`src/rtl/pid.sv`:
```
// RV32I instruction decode stage: decode, register-file read, load-use
// hazard detection, early JAL redirect, and the ID/EX pipeline register.
module pid #(
   parameter int XLEN = 32,
   parameter int RA_W = 5
) (
   input  logic            clk,
   input  logic            rst,
   input  logic            in_valid,
   input  logic [XLEN-1:0] in_pc,
   input  logic [31:0]     in_inst,
   input  logic            stall_in,
   input  logic            flush_in,
   output logic [RA_W-1:0] rs1_addr,
   output logic [RA_W-1:0] rs2_addr,
   input  logic [XLEN-1:0] rs1_data,
   input  logic [XLEN-1:0] rs2_data,
   output logic            stall_req,
   output logic            jump_ce,
   output logic [XLEN-1:0] jump_addr,
   output logic            ex_valid,
   output logic [XLEN-1:0] ex_pc,
   output logic [XLEN-1:0] ex_rs1_val,
   output logic [XLEN-1:0] ex_rs2_val,
   output logic [XLEN-1:0] ex_imm,
   output logic [RA_W-1:0] ex_rd,
   output logic            ex_wb_en,
   output logic [3:0]      ex_alu_op,
   output logic [1:0]      ex_a_sel,
   output logic            ex_b_imm,
   output logic            ex_mem_rd,
   output logic            ex_mem_wr,
   output logic [2:0]      ex_mem_size,
   output logic            ex_branch,
   output logic            ex_jump,
   output logic            ex_illegal
);

   localparam logic [6:0] OPC_LUI    = 7'b0110111;
   localparam logic [6:0] OPC_AUIPC  = 7'b0010111;
   localparam logic [6:0] OPC_JAL    = 7'b1101111;
   localparam logic [6:0] OPC_JALR   = 7'b1100111;
   localparam logic [6:0] OPC_BRANCH = 7'b1100011;
   localparam logic [6:0] OPC_LOAD   = 7'b0000011;
   localparam logic [6:0] OPC_STORE  = 7'b0100011;
   localparam logic [6:0] OPC_OPIMM  = 7'b0010011;
   localparam logic [6:0] OPC_OP     = 7'b0110011;

   logic [6:0]      opc;
   logic [2:0]      f3;
   logic [RA_W-1:0] rd;
   logic [XLEN-1:0] imm_i, imm_s, imm_b, imm_u, imm_j;

   logic [XLEN-1:0] d_imm;
   logic            d_wb, d_b_imm, d_mem_rd, d_mem_wr, d_branch, d_jump, d_illegal;
   logic            d_is_jal, use_rs1, use_rs2;
   logic [3:0]      d_alu_op;
   logic [1:0]      d_a_sel;
   logic [2:0]      d_mem_size;
   logic            hazard, accept;

   assign opc      = in_inst[6:0];
   assign f3       = in_inst[14:12];
   assign rd       = in_inst[11:7];
   assign rs1_addr = in_inst[19:15];
   assign rs2_addr = in_inst[24:20];

   assign imm_i = {{(XLEN-12){in_inst[31]}}, in_inst[31:20]};
   assign imm_s = {{(XLEN-12){in_inst[31]}}, in_inst[31:25], in_inst[11:7]};
   assign imm_b = {{(XLEN-12){in_inst[31]}}, in_inst[7], in_inst[30:25], in_inst[11:8], 1'b0};
   assign imm_u = {{(XLEN-31){in_inst[31]}}, in_inst[30:12], 12'b0};
   assign imm_j = {{(XLEN-20){in_inst[31]}}, in_inst[19:12], in_inst[20], in_inst[30:21], 1'b0};

   always_comb begin
      d_imm      = '0;
      d_wb       = 1'b0;
      d_alu_op   = 4'b0000;
      d_a_sel    = 2'd0;
      d_b_imm    = 1'b0;
      d_mem_rd   = 1'b0;
      d_mem_wr   = 1'b0;
      d_mem_size = 3'b000;
      d_branch   = 1'b0;
      d_jump     = 1'b0;
      d_illegal  = 1'b0;
      d_is_jal   = 1'b0;
      use_rs1    = 1'b0;
      use_rs2    = 1'b0;
      case (opc)
         OPC_LUI: begin
            d_imm = imm_u; d_wb = 1'b1; d_a_sel = 2'd2; d_b_imm = 1'b1;
         end
         OPC_AUIPC: begin
            d_imm = imm_u; d_wb = 1'b1; d_a_sel = 2'd1; d_b_imm = 1'b1;
         end
         OPC_JAL: begin
            d_imm = imm_j; d_wb = 1'b1; d_a_sel = 2'd1; d_b_imm = 1'b1;
            d_jump = 1'b1; d_is_jal = 1'b1;
         end
         OPC_JALR: begin
            d_imm = imm_i; d_wb = 1'b1; d_b_imm = 1'b1; d_jump = 1'b1; use_rs1 = 1'b1;
         end
         OPC_BRANCH: begin
            d_imm = imm_b; d_branch = 1'b1; d_alu_op = {1'b0, f3};
            use_rs1 = 1'b1; use_rs2 = 1'b1;
         end
         OPC_LOAD: begin
            d_imm = imm_i; d_wb = 1'b1; d_b_imm = 1'b1; d_mem_rd = 1'b1;
            d_mem_size = f3; use_rs1 = 1'b1;
         end
         OPC_STORE: begin
            d_imm = imm_s; d_b_imm = 1'b1; d_mem_wr = 1'b1; d_mem_size = f3;
            use_rs1 = 1'b1; use_rs2 = 1'b1;
         end
         OPC_OPIMM: begin
            // only the shift-right group carries the arithmetic flag in inst[30]
            d_imm = imm_i; d_wb = 1'b1; d_b_imm = 1'b1;
            d_alu_op = {(f3 == 3'b101) & in_inst[30], f3};
            use_rs1 = 1'b1;
         end
         OPC_OP: begin
            d_wb = 1'b1; d_alu_op = {in_inst[30], f3};
            use_rs1 = 1'b1; use_rs2 = 1'b1;
         end
         default: d_illegal = 1'b1;
      endcase
   end

   assign hazard = in_valid & ex_valid & ex_mem_rd & (ex_rd != '0) &
                   ((use_rs1 & (rs1_addr == ex_rd)) | (use_rs2 & (rs2_addr == ex_rd)));

   assign stall_req = ~flush_in & (stall_in | hazard);

   // jump_ce marks the ID slot as the wrong-path fall-through of an accepted JAL
   assign accept = in_valid & ~jump_ce;

   always_ff @(posedge clk or posedge rst) begin
      if (rst) begin
         jump_ce     <= 1'b0;
         jump_addr   <= '0;
         ex_valid    <= 1'b0;
         ex_pc       <= '0;
         ex_rs1_val  <= '0;
         ex_rs2_val  <= '0;
         ex_imm      <= '0;
         ex_rd       <= '0;
         ex_wb_en    <= 1'b0;
         ex_alu_op   <= 4'b0000;
         ex_a_sel    <= 2'd0;
         ex_b_imm    <= 1'b0;
         ex_mem_rd   <= 1'b0;
         ex_mem_wr   <= 1'b0;
         ex_mem_size <= 3'b000;
         ex_branch   <= 1'b0;
         ex_jump     <= 1'b0;
         ex_illegal  <= 1'b0;
      end else if (flush_in) begin
         ex_valid <= 1'b0;
         jump_ce  <= 1'b0;
      end else if (stall_in) begin
         jump_ce <= 1'b0;
      end else if (hazard) begin
         ex_valid <= 1'b0;
         jump_ce  <= 1'b0;
      end else begin
         ex_valid    <= accept;
         ex_pc       <= in_pc;
         ex_rs1_val  <= rs1_data;
         ex_rs2_val  <= rs2_data;
         ex_imm      <= d_imm;
         ex_rd       <= rd;
         ex_wb_en    <= d_wb & (rd != '0);
         ex_alu_op   <= d_alu_op;
         ex_a_sel    <= d_a_sel;
         ex_b_imm    <= d_b_imm;
         ex_mem_rd   <= d_mem_rd;
         ex_mem_wr   <= d_mem_wr;
         ex_mem_size <= d_mem_size;
         ex_branch   <= d_branch;
         ex_jump     <= d_jump;
         ex_illegal  <= d_illegal;
         jump_ce     <= accept & d_is_jal;
         if (accept & d_is_jal)
            jump_addr <= in_pc + imm_j;
      end
   end

endmodule

```
`config.mk`:
```
export PLATFORM = sky130hd
export DESIGN_NAME = pid
export DESIGN_NICKNAME = d
export VERILOG_FILES = /design/src/rtl/pid.sv
export SDC_FILE = /design/constraint.sdc
export NUM_CORES = 1
export LEC_CHECK = 0
export BUFFER_PORTS_ARGS = -buffer_cell sky130_fd_sc_hd__buf_2
export CORE_AREA = 2 2 169 171
export CTS_BUF_LIST = sky130_fd_sc_hd__clkbuf_8
export DETAILED_ROUTE_END_ITERATION = 7
export DIE_AREA = 0 0 171 173
export PLACE_DENSITY = 0.7
export SYNTH_ARGS = -nofsm -noshare
export SYNTH_HDL_FRONTEND = slang
export SYNTH_SLANG_ARGS = --single-unit
```
`constraint.sdc`:
```
create_clock -name clk -period 5.4 [get_ports clk]
set_clock_uncertainty 0.05 [all_clocks]
set_input_delay 0.81 -clock clk [delete_from_list [all_inputs] [get_ports clk]]
set_output_delay 0.81 -clock clk [all_outputs]
set_load 0.02 [all_outputs]
```
==> results of run 1 <==
## metrics by stage
stage               utilization (%)  setup slack [ns]  hold WS, ns
finish                         41.2              2.16        0.426
global route                   41.2              2.04        0.435
CTS                            41.2              2.14        0.414
detailed placement             39.7              1.82        0.401
global placement               39.7              1.86        0.397
floorplan                         -              2.19        0.524
## routing by layer
layer | up-vias | routed length, µm | GRT usage [%]
met5 | - | 21 | 0
met4 | 4 | 535 | 5.61
met3 | 37 | 2450 | 5.72
met2 | 322 | 14200 | 32.7
met1 | 4044 | 13300 | 26.9
li1 | 4096 | - | -
## cell usage after synthesis, types with 13 or more instances
library cell    n
nand2_1       385
a21o_1         14
xnor2_1        15
a21oi_1        77
dfrtp_1       183
buf_2          34
clkbuf_1       13
and3_1         13
xor2_1         21
nor2_1         61
ha_1           30
nand3_1        15
o21ai_0        44
## final cells by class
class                      instances  area, µm²
tap                              378        473
clock inverter                    14        171
fill                            2832      16200
multi-input combinational        798       4180
inverter                           7       30.0
clock buffer                      18        248
timing repair buffer             333       1710
sequential                       183       4580
antenna                            1       2.50
## how the worst max path moves through the flow
stage                      from                   endpoint  slack [ns]
global placement    in_inst[21]  jump_addr[27]$_DFFE_PP0P_        1.86
floorplan                   rst    ex_a_sel[0]$_DFFE_PP0P_        2.19
finish               in_inst[2]                  stall_req        2.16
global route         in_inst[2]                  stall_req        2.04
CTS                  in_inst[2]                  stall_req        2.14
detailed placement  in_inst[21]  jump_addr[27]$_DFFE_PP0P_        1.82
## worst reg2reg max path: cells and delay by family, from the launching register on
kind	cells	cell delay, ns
AO/OA/AOI/OAI	2	0.51
buffers and inverters	1	0.35
flip-flops	1	0.46
AND/OR/NAND/NOR	5	1.36
## power groups by stage
stage / sequential (mW) / clock [mW] / combinational (mW)
4_1_cts: 1.58 / 1.06 / 0.851
5_1_grt: 1.59 / 1.11 / 0.928
3_3_place_gp: 1.60 / 0 / 0.838
2_1_floorplan: 1.76 / 0 / 0.353
6_report: 1.57 / 1.02 / 0.843
3_5_place_dp: 1.60 / 0 / 0.849
## state kept, by name, indices dropped and copies added, names as in the netlist, 2 cells and up
register and count:
ex_a_sel 2, ex_alu_op 4, ex_imm 32, ex_mem_size 3
ex_pc 32, ex_rd 5, ex_rs1_val 32, ex_rs2_val 32
jump_addr 32
## placed cells by master, fill, tap and decap left out, types with 14 or more instances in the layout
cell	instances
dfrtp_1	183
o21ai_0	44
a21o_1	14
nor2_1	61
buf_2	326
xnor2_1	15
nand2_1	385
ha_1	30
xor2_1	21
clkbuf_8	18
a21oi_1	77
nand3_1	15
## kinds of logic (layout without fill, tap and decap cells)
family / Yosys count / after routing / synth area share (%)
XOR/XNOR: 36 / 36 / 3.47
buffers and inverters: 65 / 372 / 3.65
AO/OA/AOI/OAI: 190 / 190 / 12.6
AND/OR/NAND/NOR: 534 / 534 / 24.6
multiplexers: 7 / 7 / 0.868
other: 0 / 1 / 0
flip-flops: 183 / 183 / 50.4
adder cells (fa/ha/maj): 31 / 31 / 4.36
==> results.json, run 1 <==
{
  "crit_family": "simple AND/OR/NAND/NOR gates",
  "path_depth": 8,
  "port-buffer-count": 326,
  "hold_violation_total_from_the_final_report": 0,
  "total_wire_length_mm": 30.5,
  "clock_insertion_delay_worst_skew_ns": 0.48,
  "post-cts-setup-buffer-count": 0,
  "root_buffer": "clkbuf_8",
  "detail_route.iter0.violations": 523,
  "drt.antenna.violating_nets": 0,
  "power.clock.fraction_pct": 29.6,
  "final_period_minus_worst_setup_slack_ns": 3.24,
  "synth_top_flop_cell": "dfrtp_1",
  "grt.overflow.total": 0,
  "cts_max_path_buffers": 2,
  "place_area_mm2": 0.0110,
  "final_setup_violating_endpoints": 0,
  "floorplan.die.width_um": 171,
  "cp.arrival_ns": 2.38,
  "max-slew-margin-rel_pct": 42.8,
  "floorplan.die.height_um": 173,
  "die-area_mm2": 0.0296,
  "grt_first_pass_wirelength_mm": 46.4,
  "floorplan.initialDensity_pct": 32.9,
  "gp_routability_congestion": 0.911,
  "mappedNetlistNets": 1210,
  "pwr_density_cell_mw_per_mm2": 301,
  "per_instance_average_area_after_synthesis_um2": 8.68,
  "syn2layout_area_growth_pct": 25.5,
  "synth_area_leaders": "dfrtp_1 (50%), nand2_1 (16%), a21oi_1 (4.2%)",
  "synthesis.instances": 1046,
  "remaining_drc_errors": 0,
  "detail_route.wl_per_cell_um": 17.6,
  "yosys_register_bits": 183,
  "power.share.sequential_pct": 45.9,
  "post-synth-top-area-fraction_pct": 50.4,
  "synth_enable_flop_cells": 0,
  "grt_antenna_before_repair": 2,
  "destination_of_the_worst_register_to_register_timing_path": "ex_imm[3]$_DFFE_PP0P_",
  "achievable-frequency_mhz": 309,
  "crit_path_start_kind": "primary input",
  "internal-power_mw": 2.25,
  "finalNetCount": 1504,
  "path_buf_inv": 2,
  "power_switching_mw": 1.18,
  "post-place-cells": 1699,
  "sequential_area_share_after_synthesis_pct": 50.4,
  "netlist-cell-type-count": 57,
  "final.period_utilization_pct": 59.9,
  "grt_max_degree": 106,
  "per_cell_via_count_in_the_routed_design": 4.91,
  "synth_top_cell_by_area": "dfrtp_1",
  "drv_cap": 0,
  "synth-async-reset-ratio_pct": 100,
  "setup-tns-final_ns": 0,
  "vias_in_the_first_global_route": 8077,
  "layout-drive-gt1-share_pct": 28.2,
  "number_of_top_level_design_ports": 327,
  "tightest_slew_ns": 0.850,
  "numCtsBuffers": 17,
  "yosys_warns": 0,
  "final_max_slew_viol_count": 0,
  "post_synth_instance_area_mm2": 0.00908,
  "clkSinkCount": 183,
  "ir_drop_mv": 0.140,
  "power.leakage_nw": 6.18,
  "crit_type": "primary input to primary output",
  "rsz_0062_raised_after_global_routing": "no",
  "postCtsHoldBufs": 0,
  "crit_chain": "buf_2 -> and4bb_2 -> nand3_1 -> nor4_1 -> o21a_1 -> nor2_1 -> nor2_1 -> buf_2",
  "cp_slowest_cell": "and4bb_2",
  "dpl.hpwl_mm": 23.1,
  "switching_share_pct": 34.3,
  "layoutNonFillerInstCount": 1732,
  "post_cts_resized": 0,
  "reg2reg_depth": 8,
  "floorplan.rows": 61,
  "vias": 8503,
  "design.core.area_mm2": 0.0276,
  "total_power_mw": 3.43,
  "timing.critical_path.fanout_max": 8,
  "timing.critical_path.slowest_cell_delay_ns": 0.34,
  "worst_ep_required_time_ns": 4.54,
  "worstHoldPathType": "primary input to async pin",
  "endpoint_kind": "primary output",
  "design_area_mm2": 0.0114,
  "clock_tree_from_tritoncts": "built",
  "clk_pin_slew_ns": 0.11,
  "dr.pass1.iters": 5,
  "cts.htree.levels": 4,
  "run_status": "finished, final reports clean",
  "overall_routing_resource_usage_pct": 20.4,
  "rrSetupSlack_ns": 2.55,
  "r2r_start": "ex_rd[1]$_DFFE_PP0P_",
  "combPwrFrac_pct": 24.6
}
Power figures use the tool's default switching activity.
==> run 2: changes to the inputs <==
Clock period 5.4 ns to 2.95 ns, I/O delays scaled along.
==> results.json, run 2 (synthesized netlist as in run 1, its figures left out) <==
{
  "run_status": "finished, final reports clean",
  "rsz_0062_raised_after_global_routing": "no",
  "number_of_top_level_design_ports": 327,
  "antenna_cells_inserted": 0,
  "floorplan.rows": 61,
  "overall_routing_resource_usage_pct": 20.8,
  "drv_cap": 0,
  "gp_routability_congestion": 0.953,
  "final_period_minus_worst_setup_slack_ns": 2.72,
  "vias_in_the_first_global_route": 8483,
  "worst_path_setup_slack_after_routing_ns": 0.234,
  "most-common-layout-cells": "nand2_1 (385), buf_2 (326), dfrtp_1 (183), a21oi_1 (77), nor2_1 (61)",
  "per_cell_via_count_in_the_routed_design": 4.95,
  "grt_max_degree": 89,
  "destination_of_the_worst_register_to_register_timing_path": "ex_imm[4]$_DFFE_PP0P_",
  "crit_type": "flip-flop to primary output",
  "place_area_mm2": 0.0114,
  "r2r_start": "ex_rd[1]$_DFFE_PP0P_",
  "syn2layout_area_growth_pct": 29.3,
  "grt.overflow.total": 0,
  "worstHoldPathType": "primary input to flip-flop",
  "dp_slack_ns": -0.181,
  "design.core.area_mm2": 0.0276,
  "power.leakage_nw": 6.40,
  "rrSetupSlack_ns": 0.39,
  "worst_ep_required_time_ns": 2.46,
  "fillerInstances": 2812,
  "grt_first_pass_wirelength_mm": 47.4,
  "finalNetCount": 1551,
  "ir_drop_mv": 0.243,
  "total_wire_length_mm": 31.2,
  "layout-drive-gt1-share_pct": 30.5,
  "achievable-frequency_mhz": 368,
  "dpl.hpwl_mm": 24.1,
  "max-slew-margin-rel_pct": 56.9,
  "design_area_mm2": 0.0117,
  "clkSinkCount": 183,
  "clock_tree_from_tritoncts": "built",
  "timing.critical_path.fanout_max": 5,
  "reg2reg_depth": 8,
  "layout_commonest_cell": "nand2_1",
  "drt.antenna.violating_nets": 0,
  "detail_route.wl_per_cell_um": 17.5,
  "cts_max_path_buffers": 2,
  "dr.pass1.iters": 7,
  "detail_route.iter0.violations": 570,
  "final_max_slew_viol_count": 0,
  "cp.arrival_ns": 2.22,
  "floorplan.die.height_um": 173,
  "crit_path_start_kind": "flip-flop",
  "cts.htree.levels": 4,
  "final_setup_violating_endpoints": 0,
  "root_buffer": "clkbuf_8",
  "numCtsBuffers": 17,
  "floorplan.die.width_um": 171,
  "vias": 8797,
  "tightest_slew_ns": 0.639,
  "post-cts-setup-buffer-count": 0,
  "die-area_mm2": 0.0296,
  "hold_violation_total_from_the_final_report": 0,
  "end_of_flow_core_utilization_pct": 42.5,
  "crit_path_start": "ex_rd[0]$_DFFE_PP0P_",
  "pwr_density_cell_mw_per_mm2": 526,
  "endpoint_kind": "primary output",
  "port-buffer-count": 326,
  "clock_insertion_delay_worst_skew_ns": 0.48,
  "setup-tns-final_ns": 0,
  "floorplan.initialDensity_pct": 32.9,
  "worstSetupEndpoint": "stall_req",
  "remaining_drc_errors": 0,
  "final.period_utilization_pct": 92.1,
  "grt_antenna_before_repair": 4,
  "clk_pin_slew_ns": 0.11
}
## run 2: area by class of cell
class / instances / area (µm²) / share of cell area [%]
Inverter: 7 / 30.0 / 0.256
Tap cell: 378 / 473 / 4.03
Clock inverter: 15 / 141 / 1.20
Clock buffer: 17 / 234 / 1.99
Multi-Input combinational cell: 798 / 4180 / 35.6
Timing Repair Buffer: 380 / 2100 / 17.9
Sequential cell: 183 / 4580 / 39.0
## run 2: worst min path at each step
stage	startpoint	to	slack (ns)	depth (start not counted)
3_5_place_dp	ex_pc[13]$_DFFE_PP0P_	ex_pc[13]$_DFFE_PP0P_	0.41	2
4_1_cts	rs1_data[31]	ex_rs1_val[31]$_DFFE_PP0P_	0.05	3
5_1_grt	rs1_data[22]	ex_rs1_val[22]$_DFFE_PP0P_	0.06	3
2_1_floorplan	flush_in	ex_valid$_DFFE_PP0P_	0.46	1
3_3_place_gp	ex_mem_size[1]$_DFFE_PP0P_	ex_mem_size[1]$_DFFE_PP0P_	0.40	2
6_report	rs2_data[11]	ex_rs2_val[11]$_DFFE_PP0P_	0.09	3
## run 2: timing repair
| item | CTS | global route |
|---|---|---|
| endpoints found under the hold margin | 18 | 0 |
| hold buffers | 1 | 0 |
| gates resized for setup | 0 | 0 |
## run 2: stage by stage
| stage | hold slack, ns | total power [mW] | std cells |
|---|---|---|---|
| 2_1_floorplan | 0.459 | 3.87 | 1046 |
| 3_3_place_gp | 0.400 | 4.53 | 1745 |
| 3_5_place_dp | 0.406 | 4.55 | 1745 |
| 4_1_cts | 0.0513 | 6.26 | 1778 |
| 5_1_grt | 0.0573 | 6.55 | 1778 |
| 6_report | 0.0907 | 6.17 | 1778 |
## run 2: critical path, stage by stage (launching register included)
cell	delay (ns)
dfrtp_1	0.48
xnor2_1	0.17
nand3_1	0.09
nor4_1	0.32
o21a_1	0.26
nor2_1	0.09
nor2_1	0.14
buf_2	0.21
## run 2: power by group
group	internal, mW	switching (mW)	total (mW)	leakage, nW
Sequential	2.75	0.134	2.88	2.34
Clock	0.621	1.06	1.68	0.195
Combinational	0.570	1.05	1.62	3.87
## run 2: layer usage
metal / wire length (µm) / up-vias / track usage [%] / share of wire, %
met2: 14400 / 387 / 33.8 / 46
met4: 692 / 8 / 6.00 / 2.2
met3: 3010 / 46 / 7.51 / 9.6
met1: 13100 / 4168 / 25.8 / 42
met5: 48 / - / 0 / 0.15
li1: - / 4188 / - / -
==> run 3: changes to the inputs <==
--- a/config.mk
+++ b/config.mk
@@ -12,2 +12,3 @@
 export DIE_AREA = 0 0 171 173
+export GPL_ROUTABILITY_DRIVEN = 1
 export PLACE_DENSITY = 0.7
==> constraint.sdc (replaced) <==
create_clock -name clk -period 2.95 [get_ports clk]
set_clock_uncertainty 0.05 [all_clocks]
set_input_delay 0 -clock clk [delete_from_list [all_inputs] [get_ports clk]]
set_output_delay 0 -clock clk [all_outputs]
set_load 0.02 [all_outputs]
==> results.json, run 3 (synthesized netlist as in run 1, its figures left out) <==
{
  "grt_max_degree": 76,
  "dr.pass1.iters": 5,
  "cpMostUsedCell": "o21ai_0",
  "combPwrFrac_pct": 26.8,
  "worst_ep_required_time_ns": 3.27,
  "power_switching_mw": 2.24,
  "remaining_drc_errors": 0,
  "post-place-cells": 1716,
  "detail_route.iter0.violations": 653,
  "drt.antenna.violating_nets": 0,
  "die-area_mm2": 0.0296,
  "vias_in_the_first_global_route": 9071,
  "gp_routability_congestion": 0.880,
  "final_max_slew_viol_count": 0,
  "vias": 9201,
  "layout-drive-gt1-share_pct": 26.5,
  "hold_violation_total_from_the_final_report": 0,
  "timing.critical_path.slowest_cell_delay_ns": 0.54,
  "end_of_flow_core_utilization_pct": 46.5,
  "rrSetupSlack_ns": 0.32,
  "crit_chain": "dlygate4sd3_1 -> buf_2 -> ha_1 -> fa_1 -> a21o_1 -> a22o_1 -> a211oi_1 -> o21ai_0 -> a41oi_1 -> xnor2_1 -> o21ai_0",
  "numCtsBuffers": 17,
  "layoutNonFillerInstCount": 1881,
  "floorplan.die.height_um": 173,
  "power.share.sequential_pct": 45.0,
  "switching_share_pct": 34.9,
  "worstHoldPathType": "primary input to async pin",
  "detail_route.wl_per_cell_um": 17.6,
  "cts.htree.levels": 4,
  "timing.critical_path.fanout_max": 4,
  "cp.arrival_ns": 3.07,
  "clkSinkCount": 183,
  "place_area_mm2": 0.0111,
  "crit_family": "compound AO/OA/AOI/OAI gates",
  "power.leakage_nw": 6.82,
  "endpoint_kind": "flip-flop",
  "internal-power_mw": 4.17,
  "port-buffer-count": 326,
  "final_setup_violating_endpoints": 0,
  "clock_tree_from_tritoncts": "built",
  "post_cts_resized": 0,
  "drv_cap": 0,
  "grt_antenna_before_repair": 2,
  "power.clock.fraction_pct": 28.1,
  "grt_first_pass_wirelength_mm": 50.0,
  "design.core.area_mm2": 0.0276,
  "floorplan.initialDensity_pct": 32.9,
  "final_period_minus_worst_setup_slack_ns": 2.75,
  "ir_drop_mv": 0.240,
  "cts_max_path_buffers": 2,
  "setup-tns-final_ns": 0,
  "floorplan.rows": 61,
  "final.period_utilization_pct": 93.2,
  "grt.overflow.total": 0,
  "syn2layout_area_growth_pct": 41.6,
  "layout_commonest_cell": "nand2_1",
  "achievable-frequency_mhz": 364,
  "floorplan.die.width_um": 171,
  "finalNetCount": 1653,
  "per_cell_via_count_in_the_routed_design": 4.89,
  "reg2reg_depth": 8,
  "run_status": "finished, final reports clean",
  "max-slew-margin-rel_pct": 57.9,
  "most-common-layout-cells": "nand2_1 (385), buf_2 (326), dfrtp_1 (183), dlygate4sd3_1 (132), a21oi_1 (77)",
  "number_of_top_level_design_ports": 327,
  "clk_pin_slew_ns": 0.10,
  "r2r_start": "ex_rd[1]$_DFFE_PP0P_",
  "cp_slowest_cell": "dlygate4sd3_1",
  "destination_of_the_worst_register_to_register_timing_path": "ex_rs1_val[3]$_DFFE_PP0P_",
  "path_buf_inv": 2,
  "design_area_mm2": 0.0129,
  "crit_type": "primary input to flip-flop",
  "root_buffer": "clkbuf_8",
  "total_wire_length_mm": 33.0,
  "overall_routing_resource_usage_pct": 21.9,
  "rsz_0062_raised_after_global_routing": "no",
  "clock_insertion_delay_worst_skew_ns": 0.49,
  "pwr_density_cell_mw_per_mm2": 498,
  "crit_path_start_kind": "primary input",
  "tightest_slew_ns": 0.627,
  "dpl.hpwl_mm": 23.5
}
[run 3: timing repair]
item | 4_1_cts | 5_1_grt
hold buffers | 132 | 0
hold endpoints to repair | 277 | 0
setup endpoints to repair | 0 | 0
setup buffers | 0 | 0
[run 3: layout make-up]
class                           instances  area, µm²
Tap cell                              378        473
Inverter                                7       30.0
Fill cell                            2640      14800
Clock inverter                         15        166
Antenna cell                            1       2.50
Sequential cell                       183       4580
Multi-Input combinational cell        798       4180
Timing Repair Buffer                  482       3200
Clock buffer                           17        234
[run 3: per-layer routing]
| layer | global-route usage, % | share of wire, % |
|---|---|---|
| met5 | 0 | 0.021 |
| met4 | 6.89 | 2.2 |
| met3 | 5.33 | 8.1 |
| met2 | 37.1 | 48 |
| met1 | 27.3 | 42 |
[run 3: worst max path at each step]
stage / startpoint / to / slack (ns) / cells past startpoint
after CTS: in_pc[1] / jump_addr[27]$_DFFE_PP0P_ / 0.30 / 11
after floorplan: rst / ex_a_sel[0]$_DFFE_PP0P_ / 0.55 / 1
after detailed placement: in_inst[21] / jump_addr[27]$_DFFE_PP0P_ / 0.30 / 10
after global routing: in_pc[1] / jump_addr[27]$_DFFE_PP0P_ / 0.04 / 11
final: in_pc[1] / jump_addr[27]$_DFFE_PP0P_ / 0.20 / 11
after global placement: in_inst[21] / jump_addr[27]$_DFFE_PP0P_ / 0.32 / 10
[run 3: power by group through the flow]
| stage | registers, mW | logic, mW | clock network [mW] |
|---|---|---|---|
| 4_1_cts | 2.88 | 1.71 | 1.88 |
| 3_3_place_gp | 2.92 | 1.55 | 0 |
| 5_1_grt | 2.92 | 1.88 | 1.96 |
| 6_report | 2.89 | 1.72 | 1.80 |
| 3_5_place_dp | 2.93 | 1.57 | 0 |
| 2_1_floorplan | 3.23 | 0.645 | 0 |
[run 3: worst min-delay path, stage by stage]
cell	delay (ns)
dlygate4sd3_1	0.53
buf_2	0.13
clkinvlp_4	0.39
[run 3: through the flow]
| step | setup slack, ns | hold WS, ns | total power [mW] |
|---|---|---|---|
| 6_report | 0.202 | 0.0891 | 6.41 |
| 3_3_place_gp | 0.323 | 0.0348 | 4.48 |
| 5_1_grt | 0.0389 | 0.0681 | 6.75 |
| 2_1_floorplan | 0.549 | 0.0164 | 3.87 |
| 3_5_place_dp | 0.297 | 0.0466 | 4.50 |
| 4_1_cts | 0.301 | 0.0287 | 6.47 |
